--- config.mk ---
export PLATFORM = sky130hd
export DESIGN_NAME = dec_rkey_loader
export DESIGN_NICKNAME = d
export VERILOG_FILES = /design/src/rtl/aes_pkg.sv /design/src/rtl/rkey_word_asm.sv /design/src/rtl/dec_rkey_loader.sv
export SDC_FILE = /design/constraint.sdc
export NUM_CORES = 1
export LEC_CHECK = 0
export CAP_MARGIN = 20
export CORE_ASPECT_RATIO = 1.5
export CORE_UTILIZATION = 35
export DETAILED_ROUTE_END_ITERATION = 6
export PLACE_DENSITY = 0.68
export SYNTH_ARGS = -nofsm -noshare
export SYNTH_HDL_FRONTEND = slang
export SYNTH_HIERARCHICAL = 1
export SYNTH_SLANG_ARGS = --single-unit
--- constraint.sdc ---
create_clock -name clk -period 15.78 [get_ports clk]
set_clock_uncertainty 0.2 [all_clocks]
set_input_delay 2.367 -clock clk [delete_from_list [all_inputs] [get_ports clk]]
set_output_delay 2.367 -clock clk [all_outputs]
set_load 0.01 [all_outputs]
--- src/rtl/aes_pkg.sv ---
// Shared AES constants and the round-key loader state encoding.
// Used by the decryption key-feed logic and the round stages it addresses.
package aes_pkg;

   localparam int unsigned AES_NUM_RKEYS = 11;
   localparam logic [3:0]  AES_IDLE_ADDR = 4'hF;
   localparam int unsigned AES_KEY_W     = 128;
   localparam int unsigned AES_WORD_W    = 32;

   localparam logic [1:0] ST_LOAD  = 2'd0;
   localparam logic [1:0] ST_BCAST = 2'd1;
   localparam logic [1:0] ST_DONE  = 2'd2;

endpackage : aes_pkg

--- src/rtl/rkey_word_asm.sv ---
// Collects 32-bit key words, MSB word first, into a 128-bit round key.
// Raises full in the cycle the fourth word is accepted, with key already complete.
module rkey_word_asm
   import aes_pkg::*;
(
   input  logic                  clk,
   input  logic                  rst,
   input  logic                  clr,
   input  logic                  load,
   input  logic [AES_WORD_W-1:0] word,
   output logic [AES_KEY_W-1:0]  key,
   output logic                  full
);

   localparam int unsigned HELD_W = AES_KEY_W - AES_WORD_W;

   logic [1:0]        word_cnt;
   logic [HELD_W-1:0] held_q;

   // NOTE: sequential state uses non-blocking assignments so every flop samples pre-edge values.
   always_ff @(posedge clk) begin
      if (rst || clr) begin
         word_cnt <= 2'd0;
      end else if (load) begin
         word_cnt <= word_cnt + 2'd1;
      end
   end

   // NOTE: the data register has no reset; word_cnt alone decides which words are meaningful.
   always_ff @(posedge clk) begin
      if (load) begin
         held_q <= {held_q[HELD_W-AES_WORD_W-1:0], word};
      end
   end

   // The fourth word goes straight onto the key so it is ready at the accepting edge.
   assign key  = {held_q, word};
   assign full = load && (word_cnt == 2'd3);

endmodule : rkey_word_asm

--- src/rtl/dec_rkey_loader.sv ---
// Feeds the decryption round pipeline: assembles round keys from words and
// broadcasts each for one cycle tagged with its arrival index on addr.
module dec_rkey_loader
   import aes_pkg::*;
#(
   parameter int unsigned NUM_RKEYS = AES_NUM_RKEYS,
   parameter logic [3:0]  IDLE_ADDR = AES_IDLE_ADDR
)
(
   input  logic                  clk,
   input  logic                  rst,
   input  logic [AES_WORD_W-1:0] key_word,
   input  logic                  key_valid,
   output logic                  key_ready,
   input  logic                  reload,
   output logic [AES_KEY_W-1:0]  rkey,
   output logic [3:0]            addr,
   output logic                  keys_loaded
);

   localparam logic [3:0] LAST_IDX = 4'(NUM_RKEYS - 1);

   logic [1:0]           state;
   logic [3:0]           key_idx;
   logic                 handshake;
   logic                 key_full;
   logic [AES_KEY_W-1:0] key_asm;

   assign key_ready = (state == ST_LOAD) && !rst && !reload;
   assign handshake = key_valid && key_ready;

   rkey_word_asm u_word_asm (
      .clk  (clk),
      .rst  (rst),
      .clr  (reload),
      .load (handshake),
      .word (key_word),
      .key  (key_asm),
      .full (key_full)
   );

   always_ff @(posedge clk) begin
      if (rst) begin
         state       <= ST_LOAD;
         key_idx     <= 4'd0;
         rkey        <= '0;
         addr        <= IDLE_ADDR;
         keys_loaded <= 1'b0;
      end else begin
         case (state)
            ST_LOAD: begin
               if (reload) begin
                  key_idx <= 4'd0;
               end else if (key_full) begin
                  rkey  <= key_asm;
                  addr  <= key_idx;
                  state <= ST_BCAST;
               end
            end
            ST_BCAST: begin
               // rkey stays put after the broadcast; only addr marks the valid cycle.
               addr <= IDLE_ADDR;
               if (reload) begin
                  key_idx     <= 4'd0;
                  keys_loaded <= 1'b0;
                  state       <= ST_LOAD;
               end else if (key_idx == LAST_IDX) begin
                  keys_loaded <= 1'b1;
                  state       <= ST_DONE;
               end else begin
                  key_idx <= key_idx + 4'd1;
                  state   <= ST_LOAD;
               end
            end
            ST_DONE: begin
               if (reload) begin
                  key_idx     <= 4'd0;
                  keys_loaded <= 1'b0;
                  state       <= ST_LOAD;
               end
            end
            default: begin
               addr  <= IDLE_ADDR;
               state <= ST_LOAD;
            end
         endcase
      end
   end

endmodule : dec_rkey_loader

==> flow_metrics.env, run 1 <==
export IMPL_rows=68
export IMPL_cp_arrival_ns=4.24
export IMPL_p_leak_nw=3.38
export IMPL_hold_slack_ns=0.247
export IMPL_setup_ws_ns=8.97
export IMPL_finalCriticalPeriod_ns=6.81
export IMPL_cts_hold_buf=0
export IMPL_fill_cells=2183
export IMPL_path_cells="clkdlybuf4s50_1, nor4_1, clkdlybuf4s50_1"
export IMPL_fmax_mhz=147
export IMPL_start_util=0.358
export IMPL_clock_latency_ns=0.49
export IMPL_status="complete, no violations"
export IMPL_worstMarginPinSlew_ns=0.812
export IMPL_slew_headroom=0.459
export IMPL_area_growth_pct=27.8
export IMPL_wl_um=18300
export IMPL_instances_no_fill=1203
export IMPL_diodes=0
export IMPL_synth_warnings=6
export IMPL_coreArea_um2=23100
export IMPL_grtUsageTotal=0.150
export IMPL_vias_per_cell=4.51
export IMPL_dieArea_um2=24300
export IMPL_routed_via_count=5431
export IMPL_root_buffer="clkbuf_16"
export IMPL_slowest_delay_ns=0.68
export IMPL_cts_buffers=23
export IMPL_cts_tree="yes"
export IMPL_crit_slowest_cell="clkdlybuf4s50_1"
export IMPL_setup_viol=0
export IMPL_numPortBuffers=169
export IMPL_ys_flop_type="dfxtp_1"
export IMPL_grt_pass1_vias=5155
export IMPL_grt_remaining_overflow=0
export IMPL_ios=170
export IMPL_vdd_drop_max_mv=0.0637
export IMPL_grt_pass1_wl_um=28500
export IMPL_dpl_hpwl_um=11700
export IMPL_grt_max_degree=73
export IMPL_maxSlewViolCount=0
export IMPL_drt_initial_drc_count=283
export IMPL_fin_setup_tns_ns=0
export IMPL_hold_class="register to register"
export IMPL_power_density_nw_per_um2=115
export IMPL_nets=911
export IMPL_drive_gt1_frac=0.0574
export IMPL_critPathRequiredTime_ns=13.21
export IMPL_cts_repair_resized=0
export IMPL_post_cts_repair_setup_buffers=0
export IMPL_hold_violations=0
export IMPL_worst_setup_path_type="input port to output pin"
export IMPL_endpoint_kind="output pin"
export IMPL_fin_crit_sh=0.431
export IMPL_gp_congestion=0.742
export IMPL_grt_antenna_before_repair=0
export IMPL_maxCapViolCount=0
export IMPL_critPathLaunchType="input port"
export IMPL_cts_buffer_depth=3
export IMPL_cp_max_fo=11
export IMPL_rrSetupSlack_ns=11.74
export IMPL_synth_seq_cells=237
export IMPL_place_ws_ns=8.94
export IMPL_cts_max_level=1
export IMPL_syn_cell_area_um2=8290
export IMPL_drc=0
export IMPL_cts_sinks=237
export IMPL_post_place_cells=1162
export IMPL_clk_pin_slew_ns=0.06
export IMPL_cpMostUsedCell="clkdlybuf4s50_1"
export IMPL_routedWlPerCell_um=15.2
export IMPL_synth_edf_count=96
export IMPL_async_reset_ff_frac=0
export IMPL_drt_pre_antenna_iters=4
export IMPL_netlist_cell_type_count=37
export IMPL_finish_utilization=0.458
export IMPL_syn_avg_cell_area_um2=11.0
export IMPL_rsz0062_at_grt="no"
export IMPL_synth_cells=751
export IMPL_syn_nets=790
export IMPL_die_w_um=128
export IMPL_antenna_left=0
export IMPL_fp_dieH_um=190
export IMPL_ys_seq_area_frac=0.688
power breakdown:
group	switching, mW	total [mW]	internal [mW]
sequential	0.00294	0.646	0.643
combinational	0.0140	0.0231	0.00901
clock	0.223	0.548	0.325
logic make-up (layout without fill, tap and decap cells):
logic type	count (synthesis)	in the layout	synth area share
AOI/OAI and AO/OA	139	139	0.0863
xor gates and xnor gates	1	1	0.00106
adders and majority gates	3	3	0.00453
buffers and inverters	80	217	0.0711
DFF	237	237	0.688
muxes	6	6	0.00724
and+or+nand+nor	285	285	0.142
routing by layer:
metal  track usage  vias up  share of wire
li1              -     2720              -
met1         0.184     2546           0.41
met2         0.261      127           0.51
met3        0.0216       38          0.041
met4        0.0665        0          0.038
met5             0        -              0
per-stage QoR:
| stage | area [µm²] | total power, mW |
|---|---|---|
| 2_1_floorplan | 8290 | 0.674 |
| 3_3_place_gp | 9840 | 0.683 |
| 3_5_place_dp | 9840 | 0.683 |
| 4_1_cts | 10600 | 1.23 |
| 5_1_grt | 10600 | 1.26 |
| 6_report | 10600 | 1.22 |
Yosys cell counts, types with 2 or more instances:
library cell    n  area (µm²)
edfxtp_1       96        2880
buf_6           5        56.3
buf_8          10         150
ha_1            3        37.5
a21oi_1       130         651
nand3b_1        2        15.0
nand4b_1        3        26.3
buf_4          32         240
o31ai_1         3        22.5
dfxtp_1       141        2820
nor3_2          2        20.0
mux2i_1         6        60.1
buf_2          15        75.1
and2_1          3        18.8
nand2_1       260         976
inv_1           2        7.51
clkbuf_1       16        60.1
nor2_1          3        11.3
cell type report:
type | count | area (µm²) | area share
Clock inverter | 9 | 96.3 | 0.00909
Sequential cell | 237 | 5710 | 0.538
Tap cell | 315 | 394 | 0.0372
Inverter | 2 | 7.51 | 0.000708
Timing Repair Buffer | 174 | 1730 | 0.163
Clock buffer | 32 | 661 | 0.0623
Multi-Input combinational cell | 434 | 2010 | 0.189
layout by cell type, fill, tap and decap left out, drive strengths merged, types with 2 or more instances in the layout:
master           n
nand2          260
clkdlybuf4s50  168
dfxtp          141
a21oi          130
edfxtp          96
clkbuf          32
mux2i            6
buf              6
clkinv           6
and2             4
nor2             3
o31ai            3
nand4b           3
ha               3
nor3             3
inv              2
nand3b           2
bufinv           2
worst paths after layout:
check / endpoint / depth (start not counted) / from
worst max-delay path: key_ready / 3 / reload
worst min-delay path: u_word_asm/held_q[51] / 0 / u_word_asm/held_q[19]
worst max register to register: rkey[43] / 8 / state[0]
worst min register to register: u_word_asm/held_q[51] / 0 / u_word_asm/held_q[19]
flip-flops by register name (all words and copies together), names as in the netlist:
name	count
u_word_asm/word_cnt	2
key_idx	4
addr	4
state	2
keys_loaded	1
rkey	128
u_word_asm/held_q	96
critical path, delay by kind of cell:
family                 cells  cell delay [ns]
buffers and inverters      2             1.31
AND/OR/NAND/NOR            1             0.56
Power figures use the tool's default switching activity.
==> run 2, diff against run 1 <==
==> constraint.sdc (replaced) <==
create_clock -name clk -period 6.5 [get_ports clk]
set_clock_uncertainty 0.2 [all_clocks]
set_input_delay 0.975 -clock clk [delete_from_list [all_inputs] [get_ports clk]]
set_output_delay 0.975 -clock clk [all_outputs]
set_load 0.01 [all_outputs]
==> run 2 against run 1 <==
First-iteration DRC count is 25% higher. Utilization fell by 0.11 points. Highest routed layer unchanged. Global-route usage decreased by 0.29 points. Clock power is 140% higher. Register-to-register slack got worse by 9.0 ns. Critical path depth grew 5. Combinational power is 140% higher. Critical path type is now input port to register. Largest cell class unchanged. Hold slack gained 0.00097 ns. Design area fell by 0.24%. Non-clock buffer count unchanged.
==> flow_metrics.env, run 2 (synthesis results as in run 1) <==
export IMPL_endpoint_kind="register"
export IMPL_slew_headroom=0.281
export IMPL_cts_sinks=237
export IMPL_wl_um=18300
export IMPL_grt_pass1_vias=5221
export IMPL_hold_violations=0
export IMPL_met2_usage=0.260
export IMPL_grt_pass1_wl_um=28000
export IMPL_cts_buffer_depth=3
export IMPL_nets=910
export IMPL_maxCapViolCount=0
export IMPL_antenna_left=0
export IMPL_fp_dieH_um=190
export IMPL_crit_slowest_cell="or4b_4"
export IMPL_seq_area_um2=5710
export IMPL_area_growth_pct=27.5
export IMPL_grt_most_used_layer="met2"
export IMPL_worst_setup_path_type="input port to register"
export IMPL_slowest_delay_ns=0.78
export IMPL_finalCriticalPeriod_ns=4.40
export IMPL_fin_setup_tns_ns=0
export IMPL_drc=0
export IMPL_diodes=0
export IMPL_regMostFlops="rkey"
export IMPL_cts_hold_buf=0
export IMPL_die_w_um=128
export IMPL_finish_utilization=0.457
export IMPL_fin_crit_sh=0.677
export IMPL_drt_pre_antenna_iters=4
export IMPL_grt_max_degree=100
export IMPL_mostFrequentLayoutCells="nand2_1 (260), clkdlybuf4s50_1 (168), dfxtp_1 (141)"
export IMPL_drive_gt1_frac=0.0564
export IMPL_grtUsageTotal=0.147
export IMPL_cp_max_fo=66
export IMPL_status="complete, no violations"
export IMPL_final_common_cell="nand2_1"
export IMPL_fmax_mhz=227
export IMPL_swShare=0.198
export IMPL_grt_met3_usage=0.0210
export IMPL_p_comb_frac=0.019
export IMPL_power_mw=2.92
export IMPL_grt_antenna_before_repair=0
export IMPL_cp_arrival_ns=4.52
export IMPL_switchingPower_mw=0.578
export IMPL_start_util=0.358
export IMPL_reg_top3="rkey: 128 flops, u_word_asm/held_q: 96 flops"
export IMPL_vias_per_cell=4.53
export IMPL_fill_cells=2153
export IMPL_p_leak_nw=3.36
export IMPL_place_ws_ns=1.62
export IMPL_clockPowerShare=0.443
export IMPL_cts_max_level=1
export IMPL_critPathRequiredTime_ns=6.62
export IMPL_coreArea_um2=23100
export IMPL_setup_ws_ns=2.10
export IMPL_gp_congestion=0.726
export IMPL_cts_tree="yes"
export IMPL_rows=68
export IMPL_routedWlPerCell_um=15.2
export IMPL_worstMarginPinSlew_ns=1.08
export IMPL_cts_buffers=22
export IMPL_numPortBuffers=169
export IMPL_clk_pin_slew_ns=0.06
export IMPL_multi_input_area_um2=2010
export IMPL_root_buffer="clkbuf_16"
export IMPL_ios=170
export IMPL_routed_via_count=5444
export IMPL_post_cts_repair_setup_buffers=0
export IMPL_rsz0062_at_grt="no"
export IMPL_cts_repair_resized=0
export IMPL_drt_initial_drc_count=354
export IMPL_maxSlewViolCount=0
export IMPL_dieArea_um2=24300
export IMPL_largest_register_ffs=128
export IMPL_hold_slack_ns=0.247
export IMPL_hold_class="register to register"
export IMPL_clock_latency_ns=0.49
export IMPL_critPathLaunchType="input port"
export IMPL_power_density_nw_per_um2=276
export IMPL_setup_viol=0
export IMPL_internal_power_mw=2.34
export IMPL_path_cells="clkdlybuf4s50_1, nor4_1, and2_4, and2_2, or4b_4, buf_4, nand2_1, a21oi_1"
export IMPL_seqPwrFrac=0.538
export IMPL_dpl_hpwl_um=11800
export IMPL_grt_remaining_overflow=0
export IMPL_met1_usage=0.180
export IMPL_vdd_drop_max_mv=0.168
-- run 2: metrics by stage --
step | cell area, µm² | instances
finish | 10600 | 1202
global route | 10600 | 1202
CTS | 10600 | 1202
detailed placement | 9840 | 1162
global placement | 9840 | 1162
floorplan | 8290 | 751
-- run 2: layout make-up --
| type | instances | share of cell area |
|---|---|---|
| timing repair buffer | 174 | 0.163 |
| sequential | 237 | 0.540 |
| clock buffer | 31 | 0.0592 |
| inverter | 2 | 0.000710 |
| tap | 315 | 0.0373 |
| clock inverter | 9 | 0.0101 |
| multi-input combinational | 434 | 0.190 |
-- run 2: final timing paths --
kind | cells after the start | slack [ns] | start | end
worst min register to register | 0 | 0.25 | u_word_asm/held_q[31] | u_word_asm/held_q[63]
worst min-delay path | 0 | 0.25 | u_word_asm/held_q[31] | u_word_asm/held_q[63]
worst max-delay path | 8 | 2.10 | reload | rkey[94]
worst max register to register | 7 | 2.76 | state[0] | rkey[94]
-- run 2: power by group through the flow --
stage	Clock, mW	Combinational [mW]	Sequential (mW)
finish	1.29	0.0563	1.57
global route	1.39	0.0605	1.57
CTS	1.33	0.0571	1.57
detailed placement	0	0.0569	1.60
global placement	0	0.0568	1.60
floorplan	0	0.0356	1.60
-- run 2: critical path, delay by kind of cell --
| family | cells | cell delay [ns] |
|---|---|---|
| and+or+nand+nor | 5 | 2.22 |
| buffers and inverters | 2 | 1.12 |
| AOI/OAI and AO/OA | 1 | 0.08 |
-- run 2: metal layers --
metal,up-vias,wire [µm]
met4,0,563
met2,118,9280
met5,-,0
li1,2715,-
met3,33,674
met1,2578,7780
==> run 3, diff against run 2 <==
==> constraint.sdc (replaced) <==
create_clock -name clk -period 4.1 [get_ports clk]
set_clock_uncertainty 0.2 [all_clocks]
set_input_delay 0.615 -clock clk [delete_from_list [all_inputs] [get_ports clk]]
set_output_delay 0.615 -clock clk [all_outputs]
set_load 0.01 [all_outputs]
==> run 3 against run 2 <==
Sequential power grew 59%. Final cell count rose by 0.58%. Die area unchanged. Worst setup slack lost 0.98 ns.
==> flow_metrics.env, run 3 (synthesis results as in run 1) <==
export IMPL_grt_pass1_vias=5223
export IMPL_cts_tree="yes"
export IMPL_timing_rr_start="state[0]"
export IMPL_critPathRequiredTime_ns=3.28
export IMPL_post_cts_repair_setup_buffers=0
export IMPL_routedWlPerCell_um=15.3
export IMPL_slowest_delay_ns=0.63
export IMPL_vdd_drop_max_mv=0.297
export IMPL_clock_latency_ns=0.51
export IMPL_hold_class="register to register"
export IMPL_fill_cells=2174
export IMPL_drt_pre_antenna_iters=4
export IMPL_r2r_cells=7
export IMPL_wl_um=18500
export IMPL_endpoint_kind="output pin"
export IMPL_slew_headroom=0.450
export IMPL_internal_power_mw=3.78
export IMPL_grtUsageTotal=0.151
export IMPL_finish_utilization=0.462
export IMPL_seq_area_um2=5710
export IMPL_nets=915
export IMPL_worstSetupStartpoint="reload"
export IMPL_grt_max_degree=129
export IMPL_ios=170
export IMPL_die_w_um=128
export IMPL_area_growth_pct=28.9
export IMPL_crit_slowest_cell="clkdlybuf4s50_1"
export IMPL_seqPwrFrac=0.524
export IMPL_worst_path_stages=4
export IMPL_dieArea_um2=24300
export IMPL_mostFrequentLayoutCells="nand2_1 (260), clkdlybuf4s50_1 (168), dfxtp_1 (141)"
export IMPL_swShare=0.205
export IMPL_cts_sinks=237
export IMPL_r2r_end="rkey[43]"
export IMPL_power_density_nw_per_um2=445
export IMPL_drt_initial_drc_count=338
export IMPL_path_cells="clkdlybuf4s50_1, buf_4, nor4_1, clkdlybuf4s50_1"
export IMPL_coreArea_um2=23100
export IMPL_numPortBuffers=169
export IMPL_final_common_cell="nand2_1"
export IMPL_rows=68
export IMPL_status="complete, no violations"
export IMPL_maxCapViolCount=0
export IMPL_vias_per_cell=4.55
export IMPL_p_comb_frac=0.019
export IMPL_p_leak_nw=3.41
export IMPL_antenna_left=0
export IMPL_hold_violations=0
export IMPL_fin_setup_tns_ns=0
export IMPL_cts_buffers=24
export IMPL_reg_top3="rkey: 128 flops, u_word_asm/held_q: 96 flops"
export IMPL_cts_hold_buf=0
export IMPL_clockPowerShare=0.457
export IMPL_drive_gt1_frac=0.0649
export IMPL_fin_crit_sh=0.725
export IMPL_rsz0062_at_grt="no"
export IMPL_maxSlewViolCount=0
export IMPL_crit_buf_inv=3
export IMPL_setup_viol=0
export IMPL_cts_buffer_depth=3
export IMPL_fmax_mhz=336
export IMPL_largest_register_ffs=128
export IMPL_cp_arrival_ns=2.16
export IMPL_grt_remaining_overflow=0
export IMPL_root_buffer="clkbuf_16"
export IMPL_cpMostUsedCell="clkdlybuf4s50_1"
export IMPL_routed_via_count=5495
export IMPL_cts_repair_resized=0
export IMPL_finalCriticalPeriod_ns=2.97
export IMPL_hold_slack_ns=0.248
export IMPL_dpl_hpwl_um=11800
export IMPL_critPathLaunchType="input port"
export IMPL_worst_setup_path_type="input port to output pin"
export IMPL_rrSetupSlack_ns=1.32
export IMPL_critPathTopFamily="buffers and inverters"
export IMPL_drc=0
export IMPL_multi_input_area_um2=2010
export IMPL_diodes=0
export IMPL_crit_path_end="key_ready"
export IMPL_grt_antenna_before_repair=0
export IMPL_cts_max_level=1
export IMPL_regMostFlops="rkey"
export IMPL_grt_pass1_wl_um=28700
export IMPL_switchingPower_mw=0.975
export IMPL_clk_pin_slew_ns=0.06
export IMPL_gp_congestion=0.767
export IMPL_worstMarginPinSlew_ns=0.825
export IMPL_start_util=0.358
export IMPL_cp_max_fo=11
export IMPL_fp_dieH_um=190
-- run 3: changes by cell type in the layout (fill, tap and decap cells not counted), sizes merged --
cell      change
clkinvlp      +1
clkbuf        +1
clkinv        +2
bufinv        -1
inv           +1
buf           +3
-- run 3: per-stage QoR --
stage          instance area, µm²  instances  setup slack (ns)  total power, mW
3_3_place_gp                 9890       1165             0.770             2.63
3_5_place_dp                 9890       1165             0.738             2.63
2_1_floorplan                8290        751             0.432             2.59
5_1_grt                     10700       1209              1.02             4.92
6_report                    10700       1209              1.13             4.75
4_1_cts                     10700       1209              1.15             4.81
-- run 3: metal layers --
layer | vias up | GRT usage | share of wire
met1 | 2593 | 0.185 | 0.42
met3 | 30 | 0.0247 | 0.044
met5 | - | 0 | 0
li1 | 2732 | - | -
met4 | 0 | 0.0683 | 0.034
met2 | 140 | 0.261 | 0.51
-- run 3: how the worst min path moves through the flow --
stage                                       end  cells past startpoint  slack (ns)                  start
after floorplan           u_word_asm/held_q[32]                      0        0.23   u_word_asm/held_q[0]
after global placement    u_word_asm/held_q[44]                      0        0.23  u_word_asm/held_q[12]
after detailed placement  u_word_asm/held_q[33]                      0        0.23   u_word_asm/held_q[1]
after CTS                 u_word_asm/held_q[34]                      0        0.25   u_word_asm/held_q[2]
after global routing      u_word_asm/held_q[62]                      0        0.26  u_word_asm/held_q[30]
final                     u_word_asm/held_q[33]                      0        0.25   u_word_asm/held_q[1]
-- run 3: area by class of cell --
cell class / instances / area share
Inverter: 2 / 0.000702
Clock buffer: 32 / 0.0649
Timing Repair Buffer: 177 / 0.166
Clock inverter: 12 / 0.00983
Sequential cell: 237 / 0.534
Multi-Input combinational cell: 434 / 0.188
Tap cell: 315 / 0.0369
-- run 3: power by group through the flow --
| stage | clock network [mW] | logic [mW] | registers [mW] |
|---|---|---|---|
| after global routing | 2.33 | 0.0985 | 2.49 |
| after global placement | 0 | 0.0926 | 2.54 |
| after detailed placement | 0 | 0.0925 | 2.54 |
| final | 2.17 | 0.0918 | 2.49 |
| after CTS | 2.23 | 0.0929 | 2.49 |
| after floorplan | 0 | 0.0567 | 2.53 |
==> variant 1: new RTL, config.mk and constraints of run 3 <==
The package constant `AES_KEY_W` goes from 128 to 192.
--- a/src/rtl/aes_pkg.sv
+++ b/src/rtl/aes_pkg.sv
@@ -6,3 +6,3 @@
    localparam logic [3:0]  AES_IDLE_ADDR = 4'hF;
-   localparam int unsigned AES_KEY_W     = 128;
+   localparam int unsigned AES_KEY_W     = 192;
    localparam int unsigned AES_WORD_W    = 32;
Ports: changed (resized rkey); port bits go from 170 to 234. The function was not compared with the original's and may differ.
==> variant 1 against run 3 <==
Area after synthesis is 49% higher; cell area grew 49%; worst setup slack gained 0.19 ns; wire length increased by 55%; combinational power is 22% higher; first-iteration DRC count up 25%; die area is 49% higher; sequential cell count is 128 higher; total power is 51% higher; critical path type is now flip-flop to flip-flop; critical endpoint is now rkey[76].
==> variant 1: results (changes against run 3) <==
| Metric | Value |
|---|---|
| Wire per inst | 16.2 um (+5.5%) |
| H-tree Lvls | 2 (+1) |
| Root buffer cell | clkbuf_16 |
| Final net count | 1311 (+43%) |
| Port buffer count | 233 (+38%) |
| CTS clk-pin slew, worst paths | approximately 0.07 ns |
| Number of enable flip-flop cells after synthesis | 160 (+67%) |
| Post-placement cell count | 1709 (+47%) |
| Post-synth top cells | 388 x nand2_1, 205 x dfxtp_1, 194 x a21oi_1, 160 x edfxtp_1, 32 x buf_4 |
| YS warnings | 6 (unchanged) |
| Critical path startpoint | state[0] |
| Clk buf depth | 3 (unchanged) |
| Asr flop ratio synth | 0 (unchanged) |
| Post-CTS Setup Bufs | 0 (unchanged) |
| Run status | complete, no violations |
| Min-delay src | u_word_asm/held_q[73] |
| Hpwl dp | 18.0 mm (+52%) |
| DP Worst Slack | 0.809 ns (+0.0706 ns) |
| Vias in the first global route | 7629 (+46%) |
| Unique masters post-synth | 37 (unchanged) |
| Crit Path Max Fanout | 76 (+65) |
| Cts repair resizes | 0 (unchanged) |
| Top Registers | rkey (192), u_word_asm/held_q (160) |
| Drt first pass iters | 4 (unchanged) |
| Antenna diode count | 0 (unchanged) |
| Initial antenna violation count | 0 (unchanged) |
| Ranking of synthesized cells by area | edfxtp_1 39%, dfxtp_1 33%, nand2_1 12%, a21oi_1 7.8%, buf_4 1.9% |
| Gpl congestion | 0.750 (-2.2%) |
| WHS Path Cells | 0 (unchanged) |
| Worst skew pair latency | 0.52 ns |
| GR Util All Layers | 0.154 (+0.00283) |
| WP data arrival | 2.94 ns (+0.78 ns) |
| FF-to-FF End | rkey[76] |
| Hold Crit Endpoint | u_word_asm/held_q[105] |
| First-pass GRT wire length | 42.9 mm (+50%) |
| Peak VDD IR | 0.265 mV (-11%) |
| 1st-iter DRT viols | 424 (+25%) |
| Slew headroom | 0.217 (-0.233) |
| Layout cells sized above 1 | 0.0547 (-0.0102) |
| Hold slack | 0.239 ns (-0.00937 ns) |
| Main flop type after synthesis | dfxtp_1 |
| Worst reg2reg setup slack | 1.31 ns |
| Fillers | 3197 (+47%) |
| Sequential area share after synthesis | 0.719 (+0.0311) |
| Leak | 0.00505 uW (+48%) |
| TritonCTS buffer count | 34 (+42%) |
| Pin count of the biggest net entering global routing | 163 (+26%) |
| Via count | 8099 (+47%) |
| Layout Cells excl Fill | 1771 (+46%) |
| Total grt overflow | 0 (unchanged) |
| Post-DP Area | 0.0148 mm^2 (+50%) |
| Synth Instances | 1093 (+46%) |
| Min-Delay Path Class | flip-flop to flip-flop |
| Reg2reg path depth | 7 (unchanged) |
-- variant 1: critical path, cell delays in order, from the launching register on --
cell and delay (ns):
dfxtp_1 0.48, nor4_2 0.35, and2_4 0.21, and2_2 0.15, or4b_4 0.69, buf_12 0.31, nand2_1 0.11, a21oi_1 0.07
-- variant 1: routing by layer --
layer / wire length, um / global-route usage
met1: 11600 / 0.180
met2: 14500 / 0.268
met3: 1340 / 0.0328
met4: 1230 / 0.0744
met5: 0 / 0
-- variant 1: through the flow --
step           total power, uW   util
2_1_floorplan             4000      -
3_3_place_gp              4040  0.423
3_5_place_dp              4040  0.423
4_1_cts                   7270  0.455
5_1_grt                   7420  0.455
6_report                  7180  0.455
-- variant 1: cells by family after synthesis --
kind of cell / after synthesis / share of synthesized area
AND/OR/NAND/NOR: 414 / 0.134
flip-flops: 365 / 0.719
AO/OA/AOI/OAI: 203 / 0.0836
buffers and inverters: 101 / 0.0548
multiplexers: 6 / 0.00485
adder cells (fa/ha/maj): 3 / 0.00303
XOR/XNOR: 1 / 0.000707
-- variant 1: final cells by class --
class / count / share of cell area
clock buffer: 47 / 0.0618
inverter: 2 / 0.000471
multi-input combinational: 627 / 0.177
timing repair buffer: 242 / 0.155
clock inverter: 15 / 0.0101
sequential: 365 / 0.559
tap: 473 / 0.0371
-- variant 1: worst max path at each step --
stage | end | slack (ns)
after global placement | rkey[93] | 0.88
after CTS | rkey[126] | 1.28
after floorplan | rkey[12] | 0.13
after global routing | rkey[96] | 1.17
after detailed placement | rkey[126] | 0.81
final | rkey[76] | 1.31
-- variant 1: power breakdown --
group	leakage, uW	switching [uW]	internal, uW
Clock	0.000559	1330	1890
Combinational	0.00137	73.8	37.8
Sequential	0.00312	19.6	3830
==> variant 2: new RTL, settings of run 3 <==
Without the edit above. Make the reset (`rst`) asynchronous in one clocked block.
--- a/src/rtl/dec_rkey_loader.sv
+++ b/src/rtl/dec_rkey_loader.sv
@@ -41,3 +41,3 @@
 
-   always_ff @(posedge clk) begin
+   always_ff @(posedge clk or posedge rst) begin
       if (rst) begin
Formal check against the unedited RTL: not equivalent (a bounded check fails within 10 cycles, from zero or initial values and one cycle with rst high; the reset may be asserted at any time).
==> variant 2 against run 3 <==
Total power is 1.9% higher; clock power is 3% higher; critical path type is now flip-flop to primary output; wire length is 13% lower; sequential cell count stayed put; cell area is 5.1% higher; maximum frequency is 1.5% higher; area after synthesis is 4.0% higher; register-to-register slack worse by 0.09 ns; highest routed layer unchanged; worst setup slack better by 0.045 ns.
==> variant 2: results (changes against run 3) <==
| Metric | Value |
|---|---|
| Crit path largest cell delay | 0.61 ns (-0.02 ns) |
| Run status | complete, no violations |
| Reg2reg path depth | 6 (-1) |
| Vias in the first global route | 4848 (-7.2%) |
| Fillers | 2091 (-3.8%) |
| Global routing usage on met1 | 0.152 (-0.0331) |
| Via count | 4344 (-21%) |
| Sequential area share after synthesis | 0.743 (+0.0549) |
| Asr flop ratio synth | 0.586 (+0.586) |
| Adder-Cell Fraction of Synth Area | 0.00435 (-0.000173) |
| Worst reg2reg setup slack | 1.23 ns (-0.09 ns) |
| Proportion of synthesized area in mux cells | 0.170 (+0.162) |
| Wire per inst | 16.8 um (+9.9%) |
| Min-delay src | u_word_asm/held_q[50] |
| Routed met3 length | 1.07 mm (+33%) |
| Grt met2 use | 0.237 (-0.0242) |
| Syn_nets | 504 (-36%) |
| FF-to-FF End | rkey[122] |
| Fin crit share | 0.714 (-0.0109) |
| Hpwl dp | 10.3 mm (-13%) |
| Slew @ Worst Pin | 0.773 ns (-0.0521 ns) |
| Crit Path Max Fanout | 18 (+7) |
| Post-synthesis compound-gate area fraction | 0.0123 (-0.0740) |
| Routed met2 length | 8.52 mm (-9.2%) |
| Unique masters post-synth | 36 (-2.7%) |
| Pin count of the biggest net entering global routing | 140 (+8.5%) |
| Startpoint types | flip-flop |
| Layout cells sized above 1 | 0.121 (+0.0566) |
| Met3 GRT Util | 0.0342 (+0.00952) |
| Antenna diode count | 0 (unchanged) |
| Drt first pass iters | 5 (+1) |
| 1st-iter DRT viols | 216 (-36%) |
| Peak VDD IR | 0.303 mV (+2.2%) |
| Ranking of synthesized cells by area | dfrtp_1 39%, edfxtp_1 33%, mux2_1 14%, buf_4 3.0%, mux2_2 2.5% |
| Hold Crit Endpoint | u_word_asm/held_q[82] |
| DP Worst Slack | 0.781 ns (+0.0431 ns) |
| Leak | 0.00488 uW (+43%) |
| XOR/XNOR share of the synthesized area | 0.00102 (-0.0000405) |
| Gpl congestion | 0.745 (-2.9%) |
| GR Util All Layers | 0.134 (-0.0177) |
| Wire length on met1 | 6.08 mm (-21%) |
| WP data arrival | 2.11 ns (-0.05 ns) |
| Hold slack | 0.239 ns (-0.00973 ns) |
| Final net count | 655 (-28%) |
| Post-synth top cells | 135 x dfrtp_1, 109 x mux2_1, 96 x edfxtp_1, 34 x buf_4, 19 x mux2_2 |
| Crit Reg-Reg Startpoint | state[0] |
| Post-DP Area | 0.0104 mm^2 (+5.2%) |
[variant 2: changes by cell type in the layout (fill, tap and decap cells not counted), sizes merged, moves of 3 or more]
cell and change:
dfrtp +135, nor2b +6, dfxtp -139, a21oi -126, o31ai -3, buf -3
mux2 +128, dfstp +4, nand4b -3, mux2i -4, nand2 -259, a211o +5
[variant 2: power by group]
part | total, uW | leakage (uW) | internal, uW | switching, uW
combinational | 94.6 | 0.00164 | 37.2 | 57.4
clock | 2240 | 0.000410 | 1350 | 891
sequential | 2510 | 0.00282 | 2500 | 9.34
total | 4840 | 0.00488 | 3880 | 958
[variant 2: cell type report]
cell class	instances	share of cell area
clock buffers	32	0.0635
clock inverters	12	0.0102
flip-flops and latches	237	0.570
multi-input cells	173	0.160
inverters	5	0.00201
well taps	324	0.0361
repair buffers	175	0.158
[variant 2: per-stage QoR]
step,utilization,cells
after floorplan,-,465
after global placement,0.429,914
after detailed placement,0.429,914
after CTS,0.463,958
after global routing,0.463,958
final,0.463,958
